<file path="src/rtl/booth_pp_accumulator_if.sv">
// Bundle of the multiply handshake and the Booth encoder side-channel.
//   start, a, b        : multiply request and signed operands
//   busy, done, product: status and signed result
//   enc_b2/b1/b0       : multiplier triplet presented to the external encoder
//   enc_x/x2/comp      : encoder decode returned in the same cycle
// The slave modport is the accumulator core; the master modport is its user
// together with the encoder.
interface booth_pp_accumulator_if #(
    parameter int WIDTH = 16
);
    logic                   start;
    logic [WIDTH-1:0]       a;
    logic [WIDTH-1:0]       b;
    logic                   busy;
    logic                   done;
    logic [2*WIDTH-1:0]     product;
    logic                   enc_b2;
    logic                   enc_b1;
    logic                   enc_b0;
    logic                   enc_x;
    logic                   enc_x2;
    logic                   enc_comp;

    modport slave (
        input  start, a, b, enc_x, enc_x2, enc_comp,
        output busy, done, product, enc_b2, enc_b1, enc_b0
    );

    modport master (
        output start, a, b, enc_x, enc_x2, enc_comp,
        input  busy, done, product, enc_b2, enc_b1, enc_b0
    );
endinterface

</file>
<file path="src/rtl/booth_pp_accumulator.sv">
// Sequential radix-4 Booth multiplier core (signed WIDTH x WIDTH).
// One Booth group per clock: the current multiplier triplet is driven out to
// an external encoder, its X / X_2 / Comp decode comes straight back, and the
// resulting partial product is shifted into place and added to a 2*WIDTH
// accumulator. A multiply takes NGRP RUN cycles followed by one FIN cycle in
// which done pulses; start in FIN chains the next multiply without a gap.
// Ports:
//   clk, rst_n : clock, asynchronous active-low reset
//   bus        : slave side of booth_pp_accumulator_if (start/a/b in,
//                busy/done/product out, encoder triplet out, decode in)
module booth_pp_accumulator #(
    parameter int WIDTH = 16
) (
    input  logic                        clk,
    input  logic                        rst_n,
    booth_pp_accumulator_if.slave       bus
);

    localparam int NGRP = WIDTH / 2;
    localparam int IDXW = (NGRP > 1) ? $clog2(NGRP) : 1;
    localparam int BPW  = $clog2(WIDTH + 1);
    localparam int PPW  = WIDTH + 2;
    localparam int PW   = 2 * WIDTH;

    typedef enum logic [1:0] {
        ST_IDLE = 2'd0,
        ST_RUN  = 2'd1,
        ST_FIN  = 2'd2
    } state_t;

    state_t             state_r;
    state_t             state_s;
    logic               load_s;
    logic               step_s;
    logic               last_s;

    logic [WIDTH-1:0]   a_r;
    logic [WIDTH:0]     b_ext_r;
    logic [PW-1:0]      acc_r;
    logic [IDXW-1:0]    idx_r;
    logic               busy_r;
    logic               done_r;
    logic [PW-1:0]      product_r;

    logic [BPW-1:0]     bitpos_s;
    logic [2:0]         trip_s;
    logic [PPW-1:0]     m_s;
    logic [PPW-1:0]     pp_s;
    logic [PW-1:0]      pp_ext_s;
    logic [PW-1:0]      acc_next_s;

    // Next-state decode: when to capture operands and when to accumulate.
    always_comb begin
        state_s = state_r;
        load_s  = 1'b0;
        step_s  = 1'b0;
        last_s  = (idx_r == IDXW'(NGRP - 1));
        case (state_r)
            ST_IDLE: begin
                if (bus.start) begin
                    state_s = ST_RUN;
                    load_s  = 1'b1;
                end else begin
                    state_s = ST_IDLE;
                end
            end
            ST_RUN: begin
                step_s = 1'b1;
                if (last_s) begin
                    state_s = ST_FIN;
                end else begin
                    state_s = ST_RUN;
                end
            end
            ST_FIN: begin
                if (bus.start) begin
                    state_s = ST_RUN;
                    load_s  = 1'b1;
                end else begin
                    state_s = ST_IDLE;
                end
            end
            default: begin
                state_s = ST_IDLE;
            end
        endcase
    end

    // Triplet for group idx is b_ext[2*idx+2 : 2*idx]; b_ext carries the
    // implicit zero below the LSB so group 0 sees {b[1], b[0], 0}.
    always_comb begin
        bitpos_s = BPW'({idx_r, 1'b0});
        if (state_r == ST_RUN) begin
            trip_s = b_ext_r[bitpos_s +: 3];
        end else begin
            trip_s = 3'b000;
        end
    end

    assign bus.enc_b2 = trip_s[2];
    assign bus.enc_b1 = trip_s[1];
    assign bus.enc_b0 = trip_s[0];

    // Partial product from the encoder decode. Two guard bits are needed so
    // that 2*(-2^(WIDTH-1)) and its negation are both representable.
    always_comb begin
        if (bus.enc_x) begin
            m_s = {{2{a_r[WIDTH-1]}}, a_r};
        end else if (bus.enc_x2) begin
            m_s = {a_r[WIDTH-1], a_r, 1'b0};
        end else begin
            m_s = {PPW{1'b0}};
        end

        if (bus.enc_comp) begin
            pp_s = ~m_s + {{(PPW-1){1'b0}}, 1'b1};
        end else begin
            pp_s = m_s;
        end

        pp_ext_s   = {{(PW-PPW){pp_s[PPW-1]}}, pp_s};
        acc_next_s = acc_r + (pp_ext_s << {idx_r, 1'b0});
    end

    // State register.
    always_ff @(posedge clk or negedge rst_n) begin
        if (!rst_n) begin
            state_r <= ST_IDLE;
        end else begin
            state_r <= state_s;
        end
    end

    // Operand capture, group index and accumulator.
    always_ff @(posedge clk or negedge rst_n) begin
        if (!rst_n) begin
            a_r     <= {WIDTH{1'b0}};
            b_ext_r <= {(WIDTH+1){1'b0}};
            acc_r   <= {PW{1'b0}};
            idx_r   <= {IDXW{1'b0}};
        end else if (load_s) begin
            a_r     <= bus.a;
            b_ext_r <= {bus.b, 1'b0};
            acc_r   <= {PW{1'b0}};
            idx_r   <= {IDXW{1'b0}};
        end else if (step_s) begin
            acc_r   <= acc_next_s;
            idx_r   <= idx_r + {{(IDXW-1){1'b0}}, 1'b1};
        end
    end

    // Registered status and result; product only moves on the final group.
    always_ff @(posedge clk or negedge rst_n) begin
        if (!rst_n) begin
            busy_r    <= 1'b0;
            done_r    <= 1'b0;
            product_r <= {PW{1'b0}};
        end else begin
            busy_r <= (state_s == ST_RUN);
            done_r <= (state_s == ST_FIN);
            if (step_s && last_s) begin
                product_r <= acc_next_s;
            end
        end
    end

    assign bus.busy    = busy_r;
    assign bus.done    = done_r;
    assign bus.product = product_r;

endmodule

</file>
<file path="src/flat_wrapper.sv">
// flat-port wrapper written by rule: the top's interface ports become plain ports
module booth_pp_accumulator_flat 
#(
    parameter int WIDTH = 16
)
  (clk, rst_n, bus_start, bus_a, bus_b, bus_enc_x, bus_enc_x2, bus_enc_comp, bus_busy, bus_done, bus_product, bus_enc_b2, bus_enc_b1, bus_enc_b0);
  booth_pp_accumulator_if #(.WIDTH(WIDTH)) bus_i ();
  input  logic clk;
  input  logic rst_n;
  input wire logic [$bits(bus_i.start)-1:0] bus_start;
  input wire logic [$bits(bus_i.a)-1:0] bus_a;
  input wire logic [$bits(bus_i.b)-1:0] bus_b;
  input wire logic [$bits(bus_i.enc_x)-1:0] bus_enc_x;
  input wire logic [$bits(bus_i.enc_x2)-1:0] bus_enc_x2;
  input wire logic [$bits(bus_i.enc_comp)-1:0] bus_enc_comp;
  output wire logic [$bits(bus_i.busy)-1:0] bus_busy;
  output wire logic [$bits(bus_i.done)-1:0] bus_done;
  output wire logic [$bits(bus_i.product)-1:0] bus_product;
  output wire logic [$bits(bus_i.enc_b2)-1:0] bus_enc_b2;
  output wire logic [$bits(bus_i.enc_b1)-1:0] bus_enc_b1;
  output wire logic [$bits(bus_i.enc_b0)-1:0] bus_enc_b0;
  assign bus_i.start = bus_start;
  assign bus_i.a = bus_a;
  assign bus_i.b = bus_b;
  assign bus_i.enc_x = bus_enc_x;
  assign bus_i.enc_x2 = bus_enc_x2;
  assign bus_i.enc_comp = bus_enc_comp;
  assign bus_busy = bus_i.busy;
  assign bus_done = bus_i.done;
  assign bus_product = bus_i.product;
  assign bus_enc_b2 = bus_i.enc_b2;
  assign bus_enc_b1 = bus_i.enc_b1;
  assign bus_enc_b0 = bus_i.enc_b0;
  booth_pp_accumulator #(.WIDTH(WIDTH)) u_core (.clk(clk), .rst_n(rst_n), .bus(bus_i));
endmodule
</file>
<file path="config.mk">
export PLATFORM = sky130hd
export DESIGN_NAME = booth_pp_accumulator_flat
export DESIGN_NICKNAME = d
export VERILOG_FILES = /design/src/rtl/booth_pp_accumulator_if.sv /design/src/rtl/booth_pp_accumulator.sv /design/src/flat_wrapper.sv
export SDC_FILE = /design/constraint.sdc
export NUM_CORES = 1
export LEC_CHECK = 0
export ABC_AREA = 1
export CORE_UTILIZATION = 58
export CTS_CLUSTER_SIZE = 40
export DETAILED_ROUTE_END_ITERATION = 10
export GPL_ROUTABILITY_DRIVEN = 0
export MAX_ROUTING_LAYER = met4
export PLACE_DENSITY_LB_ADDON = 0.3
export SLEW_MARGIN = 40
export SYNTH_ARGS = -nofsm -noshare
export SYNTH_HDL_FRONTEND = slang
export SYNTH_SLANG_ARGS = --single-unit
</file>
<file path="constraint.sdc">
create_clock -name clk -period 3.9 [get_ports clk]
set_input_delay 0.39 -clock clk [delete_from_list [all_inputs] [get_ports clk]]
set_output_delay 0.39 -clock clk [all_outputs]
set_load 0.05 [all_outputs]
</file>
# Word level (Yosys, flattened, before mapping)
# Cells that the tools add are included.
[totals]
n_memories = 0
elab_cells = 37
out_inout_bits = 37
inputBits = 38
mem_bits_ro = 0
regBits = 103
latchBits = 0
ram_bits = 0
[op_classes]
magnitude_cmp = 0
div = 0
n_reduce_logical = 4
n_bitwise = 1
muxes = 14
mul = 0
add_sub_neg = 3
n_shift = 2
eq_ne = 5
[op_table]
columns = ["op", "count"]
rows = [
  ["$mux 32", 2],
  ["$mux 18", 3],
  ["$add 32x32->32", 1],
  ["$shl 32x4->32", 1],
  ["$add 18x1->18 const B", 1],
  ["$not 18->18", 1],
  ["$shiftx 17x5->3", 1],
  ["$mux 3", 3],
  ["$eq 2x1->1 const B", 2],
  ["$eq 2x2->1 const B", 2],
  ["$mux 1", 4],
  ["$pmux 2 s2", 1],
  ["$add 3x1->3 const B", 1],
  ["$eq 3x3->1 const B", 1],
  ["$logic_not 2->1", 1],
  ["$mux 2", 1],
  ["$reduce_bool 2->1", 1],
  ["$reduce_or 2->1", 1],
  ["$logic_and 1x1->1", 1],
]

# Logic depth before layout (Yosys ltp)
[depth]
ltp_word = 9
depth_mapped = 31

# Worst setup path before layout
# OpenSTA, ideal clock, no wires.
[synth_path]
kind = "input to register"
startpoint = "input port bus_enc_x"
endpoint = "register u_core.acc_r[28]"
t_required_ps = 3782
setup_slack_ps = 567
cell_stages = 26
arrival_ps = 3215
path_cell_list = "inv_2 > nand2_1 > o21ai_4 > ha_1 > nand3_1 > nor2_4 > nand2_1 > nor2_2 > nand2_1 > nand3b_1 > nand3_1 > nand2_1 > nand2_1 > nand3_1 > o21ai_0 > ha_1 > nand2_1 > nor2_1 > inv_1 > nor2_1 > nand4_1 > and3_1 > o21ai_0 > nand2_1 > nand3_1 > nand2_1"
[synth_between]
elab_chain_cells = 8
[synth_rtl]
columns = ["item", "line", "text"]
rows = [
  ["from (decl)", "flat_wrapper.sv:13", "input wire logic [$bits(bus_i.enc_x)-1:0] bus_enc_x;"],
  ["$mux 18 *", "booth_pp_accumulator.sv:107", "if (bus.enc_x) begin"],
  ["$not 18->18", "booth_pp_accumulator.sv:116", "pp_s = ~m_s + {{(PPW-1){1'b0}}, 1'b1};"],
  ["$add 18x1->18", "booth_pp_accumulator.sv:116", ""],
  ["$mux 18 *", "booth_pp_accumulator.sv:115", "if (bus.enc_comp) begin"],
  ["$shl 32x4->32 *", "booth_pp_accumulator.sv:122", "acc_next_s = acc_r + (pp_ext_s << {idx_r, 1'b0});"],
  ["$add 32x32->32 *", "booth_pp_accumulator.sv:122", ""],
  ["$mux 32 *", "booth_pp_accumulator.sv:146", "end else if (step_s) begin"],
  ["$mux 32 *", "booth_pp_accumulator.sv:141", "end else if (load_s) begin"],
  ["to (signal assigned)", "booth_pp_accumulator.sv:139", "acc_r <= {PW{1'b0}};"],
  ["to (signal assigned)", "booth_pp_accumulator.sv:144", "acc_r <= {PW{1'b0}};"],
  ["to (signal assigned)", "booth_pp_accumulator.sv:147", "acc_r <= acc_next_s;"],
  ["to (decl)", "booth_pp_accumulator.sv:39", "logic [PW-1:0] acc_r;"],
]
# Mark *: on every way between the ends. The rest lies on a longest branch, timed or not. The select of a mux whose other input is x is not followed.
# A chain may end at the register's enable or synchronous reset.

# Worst setup path after layout
[layout_path]
startpoint = "register u_core.a_r[0]"
endpoint = "register u_core.product_r[28], in the netlist u_core.bus.product[28]"
[layout_between]
elab_chain_cells = 7
[layout_rtl]
columns = ["item", "line", "text"]
rows = [
  ["from (decl)", "booth_pp_accumulator.sv:37", "logic [WIDTH-1:0] a_r;"],
  ["from (signal assigned)", "booth_pp_accumulator.sv:137", "a_r <= {WIDTH{1'b0}};"],
  ["from (signal assigned)", "booth_pp_accumulator.sv:142", "a_r <= bus.a;"],
  ["$mux 18", "booth_pp_accumulator.sv:109", "end else if (bus.enc_x2) begin"],
  ["$mux 18 *", "booth_pp_accumulator.sv:107", ""],
  ["$not 18->18", "booth_pp_accumulator.sv:116", ""],
  ["$add 18x1->18", "booth_pp_accumulator.sv:116", ""],
  ["$mux 18 *", "booth_pp_accumulator.sv:115", ""],
  ["$shl 32x4->32 *", "booth_pp_accumulator.sv:122", ""],
  ["$add 32x32->32 *", "booth_pp_accumulator.sv:122", ""],
  ["to (signal assigned)", "booth_pp_accumulator.sv:157", "product_r <= {PW{1'b0}};"],
  ["to (signal assigned)", "booth_pp_accumulator.sv:162", "product_r <= acc_next_s;"],
  ["to (decl)", "booth_pp_accumulator.sv:43", "logic [PW-1:0] product_r;"],
]
# Mark *: on every way between the ends. The rest lies on a longest branch, timed or not.

==> results <==
routing by layer:
layer | wire [µm] | global-route usage, % | vias to the layer above
met1 | 8750 | 42.1 | 3604
met3 | 1330 | 5.45 | 57
met4 | 671 | 12.1 | 0
met2 | 9720 | 53.3 | 308
met5 | 0 | - | -
li1 | - | - | 3797
area by class of cell:
| cell class | count | area (µm²) |
|---|---|---|
| clock inverter | 5 | 81.3 |
| inverter | 65 | 244 |
| timing repair buffer | 231 | 1940 |
| sequential | 103 | 2580 |
| tap | 168 | 210 |
| multi-input combinational | 809 | 4520 |
| fill | 827 | 2350 |
| clock buffer | 11 | 243 |
worst min path at each step:
stage / to / from / cells past startpoint
global route: u_core.bus.product[19] / u_core.bus.product[19] / 2
finish: u_core.a_r[3] / rst_n / 2
CTS: u_core.a_r[2] / rst_n / 2
detailed placement: u_core.a_r[2] / rst_n / 1
global placement: u_core.a_r[3] / rst_n / 1
floorplan: u_core.a_r[0] / rst_n / 0
repair_timing:
item                                    in CTS  in global routing
hold buffers                                 1                  0
pin swaps                                    2                 14
endpoints found under the hold margin       21                  0
resized for setup                            9                 48
setup buffers                                0                  7
endpoints found under the setup margin       7                 46
metrics by stage:
stage          setup WS (ns)  setup TNS (ns)  area, µm²
2_1_floorplan          0.567               0       7350
3_3_place_gp          -0.381          -10.02       9230
3_5_place_dp          -0.510          -14.27       9230
4_1_cts             -0.00600        -0.00600       9580
5_1_grt               -0.104          -0.981       9810
6_report               0.141               0       9810
sequential cells by signal, indices dropped and copies added (netlist names):
register / flops
u_core.a_r: 16
u_core.bus.busy: 1
u_core.acc_r: 32
u_core.b_ext_r: 16
u_core.bus.product: 32
u_core.state_r: 2
u_core.bus.done: 1
u_core.idx_r: 3
logic make-up after synthesis:
family | after synthesis | share of synthesized area [%]
and+or+nand+nor | 541 | 32.4
AOI/OAI and AO/OA | 182 | 13.3
buffers and inverters | 104 | 6.03
DFF | 103 | 35.1
adders and majority gates | 35 | 6.06
muxes | 30 | 4.60
xor gates and xnor gates | 21 | 2.50
synth_stat cells (3+ instances only):
cell type and n:
nand2_1 291, nand3_1 107, dfrtp_1 103, o21ai_0 97
nor2_1 82, inv_1 62, a21oi_1 52, ha_1 34
mux2_2 30, clkbuf_1 25, o21ai_1 13, xnor2_1 13
or2_2 10, nand2_2 8, xor2_1 8, nor2_2 7
buf_2 6, nand3_2 6, nand3b_1 6, nand4_1 6
nor3_1 6, a21o_1 4, nor2_4 4, a31oi_1 3
critical path: stages (launching register included):
cell and delay (ns):
dfrtp_2 0.43, buf_4 0.15, nand2_4 0.08, buf_4 0.15, nand3_1 0.08, nor2_1 0.15
nor2_1 0.07, xnor2_1 0.14, or2_1 0.24, nand3_1 0.10, nand2_1 0.12, buf_4 0.14
o21ai_1 0.18, ha_1 0.34, a21oi_2 0.19, o21ai_0 0.13, a21oi_1 0.22, and3_1 0.22
o21ai_2 0.07, or2_2 0.30, nand3_1 0.10, nand2_1 0.07
==> qor.yml <==
status: "finished, final reports clean"
finalMaxSlewViolations: 0
ys_ff_latch: 103
hpwl_um: 15000
drive_gt1_share_pct: 23.5
critPathLaunchType: "register"
ios: 75
cp.arrival_ns: 4.01
synth-edff-count: 0
initial_core_util_pct: 60.4
rsz0062_at_grt: "true"
cts_max_path_buffers: 2
final_common_cell: "nand2_1"
numCtsBuffers: 9
finalWirelength_um: 20500
synth.top_cell.area_share_pct: 35.1
grt_pass1_wl_um: 33100
setup_violations: 0
syn_area_um2: 7350
synth_seq_area_share_pct: 35.1
r2r_slack_ns: 0.14
synthArstFlopShare_pct: 100
grt-ovfl-total: 0
tritoncts: "built"
syn-num-nets: 1089
wire_per_inst_um: 14.7
cts_num_sinks: 103
grt_pass1_vias: 7117
synth_top_cell_by_area: "dfrtp_1"
yosysWarnings: 0
max_slew.worst_pin.slew_ns: 0.849
first_pass_iters: 5
antenna_found_initial: 0
hold_violations: 0
endpoint_kind: "register"
rows: 40
drtAntennaViolNets: 0
cts.clk_slew.worst_paths_ns: 0.07
ys.flop_type: "dfrtp_1"
fin_nets: 1292
io_buffers: 74
coreArea_um2: 12200
drcViolationCount: 0
drt-initial-drc-count: 560
vias: 7766
area_growth_pct: 33.5
maxCapViolCount: 0
utilization_pct: 80.7
fin_skew_ns: 0.0113
die_x_um: 115
maxSlewHeadroom_pct: 43.1
cp_data_required_time_ns: 4.15
syn_avg_cell_area_um2: 7.23
hold-worst-slack_ns: 0.477
num_antenna_cells: 0
min_period_ns: 3.76
crit_start: "u_core.a_r[0]"
min_path_type: "in2async"
critPathCapture: "u_core.bus.product[28]"
synth_cell_types: 45
synth_cells: 1016
dp.cells: 1368
clk_latency_ns: 0.36
r2r_cells: 21
reg2reg_to: "u_core.bus.product[28]"
max_freq_mhz: 266
reg2reg_from: "u_core.a_r[0]"
fin_crit_sh_pct: 96.4
layout_common_cells: "nand2_1 (284), buf_4 (155), dfrtp_1 (102), nand3_1 (100), o21ai_0 (87)"
stdcell_count: 1392
netlist_top_cells_area: "dfrtp_1 (35%), nand2_1 (15%), nand3_1 (7.3%)"
root_buffer: "clkbuf_16"
path_class: "reg2reg"
viasPerCell: 5.58
die_height_um: 115
grt_max_degree: 51
path_max_fanout: 4
ctsHtreeMaxLevel: 3
track_usage_pct: 33.1
die_area_um2: 13100
Power of run 1 is not shown: default switching activity piles up to over one toggle a cycle in this logic, so the estimate is an artifact.
==> RTL change 1, RTL diff (same settings) <==
The 3 states of `state_t` get a one-hot encoding in 3 bits.
--- a/src/rtl/booth_pp_accumulator.sv
+++ b/src/rtl/booth_pp_accumulator.sv
@@ -22,10 +22,10 @@
     localparam int PPW  = WIDTH + 2;
     localparam int PW   = 2 * WIDTH;
 
-    typedef enum logic [1:0] {
-        ST_IDLE = 2'd0,
-        ST_RUN  = 2'd1,
-        ST_FIN  = 2'd2
+    typedef enum logic [2:0] {
+        ST_IDLE = 3'b001,
+        ST_RUN  = 3'b010,
+        ST_FIN  = 3'b100
     } state_t;
 
     state_t             state_r;
Check against the original RTL: no difference found for any inputs over 4 cycles, from zero or initial values and one cycle with rst_n low; so few cycles prove little.
==> RTL change 1 against the unedited design <==
- hold slack lost 430 ps
- global-route usage decreased by 0.39 points
- synthesized cell count fell by 0.30%
- final area shrank 3.3%
- worst setup slack improved by 100 ps
- clock skew increased by 2.1 ps
- synthesized area decreased by 0.83%
- routed wire length down 4.4%
- sequential cell count increased by 1
- critical path type unchanged
- critical endpoint is now u_core.bus.product[29]
==> RTL change 1: results (changes against the unedited design) <==
[synth]
ys_warn_count = 0  ; unchanged
ys_seq_area_share_pct = 35.7  ; was 35.1%
synth_nets = 1086  ; was 1,089
synth.area.top_cells = dfrtp_1 35%, nand2_1 15%, nand3_1 8.0%  ; was dfrtp_1 35%, nand2_1 15%, nand3_1 7.3%
netlist_instances = 1013  ; was 1,016
netlist-cell-type-count = 41  ; was 45
async_reset_ff_share_pct = 100  ; unchanged
ys.flop_type = dfrtp_1  ; unchanged
synth_common_cells = 294 x nand2_1, 116 x nand3_1, 103 x dfrtp_1, 84 x nor2_1, 82 x o21ai_0  ; was 291 x nand2_1, 107 x nand3_1, 103 x dfrtp_1, 97 x o21ai_0, 82 x nor2_1

[worst_setup_path]
startpoint = u_core.a_r[0]  ; unchanged
arrival_ps = 3890  ; was 4010 ps
crit_path_end = u_core.bus.product[29]  ; was u_core.bus.product[28]
slowest_stage = dfrtp_1  ; was dfrtp_2
path_max_fanout = 6  ; was 4
rr_worst_depth = 22  ; was 21
r2r_slack_ps = 240  ; was 140 ps
max_stage_delay_ps = 430  ; about the same

[timing]
clock_skew_ps = 13.4  ; was 11.3 ps
relSlewSlack_pct = 54.2  ; was 43.1%
fmax_mhz = 274  ; was 266 MHz

[layout]
layout.nets = 1265  ; was 1,292
drive_above_1_share_pct = 20.6  ; was 23.5%
n_antenna_cell = 0  ; unchanged
fin_cells = 1365  ; was 1,392

[clock_tree]
path_clk_slew_ps = 70  ; about the same
h-tree-depth = 3  ; unchanged
cts_root_buffer = clkbuf_16  ; unchanged
cts.path.max_buffers = 2  ; unchanged
cts_buffers = 9  ; unchanged
insertion_delay_ps = 370

[grt]
antenna_found_initial = 0  ; unchanged
grt_start_max_net_pins = 52  ; was 51
grt_usage_pct = 32.7  ; was 33.1%
grt_pass1_vias = 7196  ; was 7,117
grt_pass1_wl_um = 32700  ; was 33,100 µm

[drt]
avgRoutedWirePerCell_um = 14.3  ; was 14.7 µm
drt-initial-drc-count = 638  ; was 560
vias_per_cell = 5.56  ; was 5.58
firstDrtPassIters = 6  ; was 5

[placement]
io_buffer_count = 74  ; unchanged
dp_slack_ps = -371  ; was -510 ps
placed_area_mm2 = 0.00904  ; was 0.00923 mm²
dp_hpwl_um = 14700  ; was 15,000 µm

[power]
vdd_drop_max_mv = 0.551
leakage_nw = 4.84

[hold_path]
min_path_type = primary input to asynchronous set/reset pin  ; unchanged

[status]
status = completed  ; unchanged

-- RTL change 1: cell types whose count changed in the layout (fill, tap and decap cells not counted), moves of 5 or more --
cell | before | now
a21oi_1 | 44 | 36
o21ai_1 | 17 | 22
nand2_1 | 284 | 290
buf_4 | 155 | 132
nand3_2 | 13 | 7
nand3_1 | 100 | 115
o21ai_0 | 87 | 69
a21oi_2 | 8 | 13
-- RTL change 1: final cells by class --
cell class | count | area [µm²]
Multi-Input combinational cell | 802 | 4380
Fill cell | 895 | 2620
Sequential cell | 104 | 2600
Timing Repair Buffer | 206 | 1750
Clock buffer | 13 | 270
Inverter | 69 | 260
Tap cell | 168 | 210
Clock inverter | 3 | 15.0
-- RTL change 1: report_power, final --
group	switching [mW]	internal (mW)	total (mW)	leakage, nW
Sequential	0.212	1.38	1.60	1.31
Clock	0.400	0.482	0.882	0.145
Combinational	3.58	2.80	6.38	3.39
Total	4.19	4.66	8.86	4.84
-- RTL change 1: layer usage --
metal / GRT usage, % / share of wire, %
met1: 41.8 / 44
met3: 6.09 / 6.8
met4: 14.0 / 2.7
met2: 51.0 / 46
met5: - / 0
-- RTL change 1: kinds of logic after synthesis --
logic type,count (synthesis),synth area share [%]
and+or+nand+nor,541,31.8
xor gates and xnor gates,24,2.89
muxes,28,4.33
buffers and inverters,107,6.08
adders and majority gates,35,6.11
DFF,104,35.7
AOI/OAI and AO/OA,174,13.1
-- RTL change 1: timing repair --
item | in CTS | in global routing
buffers inserted | 0 | 2
pin swaps | 0 | 9
resized for setup | 1 | 52
gates cloned | 0 | 0
endpoints found under the setup margin | 1 | 46
-- RTL change 1: how the worst min path moves through the flow --
stage | from | to | slack (ps)
after CTS | rst_n | u_core.bus.product[31] | 60
after global placement | rst_n | u_core.bus.product[1] | 450
after detailed placement | rst_n | u_core.bus.product[1] | 450
after floorplan | rst_n | u_core.a_r[0] | 90
final | rst_n | u_core.bus.product[31] | 50
after global routing | rst_n | u_core.bus.product[1] | 120
-- RTL change 1: stage by stage --
step                util [%]  power [mW]
floorplan                  -        5.18
global placement        74.6        7.36
detailed placement      74.6        7.53
CTS                     77.0        8.46
global route            78.3        9.60
finish                  78.3        8.86
-- RTL change 1: critical path, delay by kind of cell (launching register included) --
kind / cells / cell delay (ps)
AND/OR/NAND/NOR: 12 / 1380
buffers and inverters: 2 / 140
AO/OA/AOI/OAI: 6 / 980
adder cells (fa/ha/maj): 2 / 590
flip-flops: 1 / 430
==> RTL change 2, RTL diff (same settings) <==
Without the edit above. `WIDTH` is set to 16 in 3 places; all go to 32.
--- a/src/rtl/booth_pp_accumulator_if.sv
+++ b/src/rtl/booth_pp_accumulator_if.sv
@@ -6,7 +6,7 @@
 // The slave modport is the accumulator core; the master modport is its user
 // together with the encoder.
 interface booth_pp_accumulator_if #(
-    parameter int WIDTH = 16
+    parameter int WIDTH = 32
 );
     logic                   start;
     logic [WIDTH-1:0]       a;
--- a/src/rtl/booth_pp_accumulator.sv
+++ b/src/rtl/booth_pp_accumulator.sv
@@ -9,7 +9,7 @@
 //   bus        : slave side of booth_pp_accumulator_if (start/a/b in,
 //                busy/done/product out, encoder triplet out, decode in)
 module booth_pp_accumulator #(
-    parameter int WIDTH = 16
+    parameter int WIDTH = 32
 ) (
     input  logic                        clk,
     input  logic                        rst_n,
--- a/src/flat_wrapper.sv
+++ b/src/flat_wrapper.sv
@@ -1,7 +1,7 @@
 // flat-port wrapper written by rule: the top's interface ports become plain ports
 module booth_pp_accumulator_flat 
 #(
-    parameter int WIDTH = 16
+    parameter int WIDTH = 32
 )
   (clk, rst_n, bus_start, bus_a, bus_b, bus_enc_x, bus_enc_x2, bus_enc_comp, bus_busy, bus_done, bus_product, bus_enc_b2, bus_enc_b1, bus_enc_b0);
   booth_pp_accumulator_if #(.WIDTH(WIDTH)) bus_i ();
Interface: changed (resized bus_a, bus_b and bus_product); port bits go from 75 to 139. The function was not compared with the original's and may differ.
==> RTL change 2 against the unedited design <==
- the run now fails in global routing
- synthesized area grew 110%
==> RTL change 2: results (changes against the unedited design) <==
[timing]
crit_endpoint = u_core.bus.product[55]$_DFFE_PN0P_/D
worst-endpoint-pin-kind = register data pin

[clock_tree]
cts_buffers = 17  ; was 9
h-tree-depth = 4  ; was 3
clkSinkCount = 200  ; was 103
cts_root_buffer = clkbuf_16  ; unchanged
cts.path.max_buffers = 2  ; unchanged

[synth]
synth_nets = 2515  ; was 1,089
ys_warn_count = 0  ; unchanged
netlist-cell-type-count = 53  ; was 45
async_reset_ff_share_pct = 100  ; unchanged
ys_seq_area_share_pct = 32.4  ; was 35.1%
synth.area.top_cells = dfrtp_1 32%, nand2_1 20%, nand3_1 8.3%  ; was dfrtp_1 35%, nand2_1 15%, nand3_1 7.3%
synth_common_cells = 808 x nand2_1, 255 x nand3_1, 200 x dfrtp_1, 191 x o21ai_0, 190 x nor2_1  ; was 291 x nand2_1, 107 x nand3_1, 103 x dfrtp_1, 97 x o21ai_0, 82 x nor2_1
syn_area_per_cell_um2 = 6.49  ; was 7.23 µm²

[placement]
dp.cells = 3071  ; was 1,368
io_buffer_count = 138  ; was 74
dp_hpwl_um = 38900  ; was 15,000 µm

[grt]
gr-total-overflow = 169
grt_usage_pct = 81.8
grt_start_max_net_pins = 79

[status]
error = [ERROR GRT-0232] Routing congestion too high. Check the congestion heatmap in the GUI.
haltStage = global routing
status = aborted with a tool error  ; was completed

-- RTL change 2: routing by layer --
metal,GRT overflow,track usage (%)
met1,8,81.5
met3,13,68.5
met4,55,76.9
met2,93,94.4
met5,-,-
-- RTL change 2: cell families after synthesis --
| kind of cell | Yosys count | synth area share, % |
|---|---|---|
| muxes | 3 | 0.194 |
| adders and majority gates | 66 | 5.39 |
| AOI/OAI and AO/OA | 427 | 15.3 |
| DFF | 200 | 32.4 |
| xor gates and xnor gates | 50 | 2.83 |
| buffers and inverters | 290 | 7.46 |
| and+or+nand+nor | 1343 | 36.4 |
-- RTL change 2: timing repair --
item | in CTS
setup endpoints to repair | 98
pin swaps | 137
setup buffers | 43
hold buffers | 1
gates resized for setup | 385
endpoints found under the hold margin | 36
cloned | 1
-- RTL change 2: metrics by stage --
stage / cell area [µm²] / utilization, % / hold slack [ps] / setup WS, ps
after CTS: 21800 / 83.6 / 429 / -65.9
after global placement: 19300 / 74.2 / 464 / -1050
after floorplan: 15500 / - / 94.4 / 25.5
after detailed placement: 19400 / 74.4 / 336 / -1170
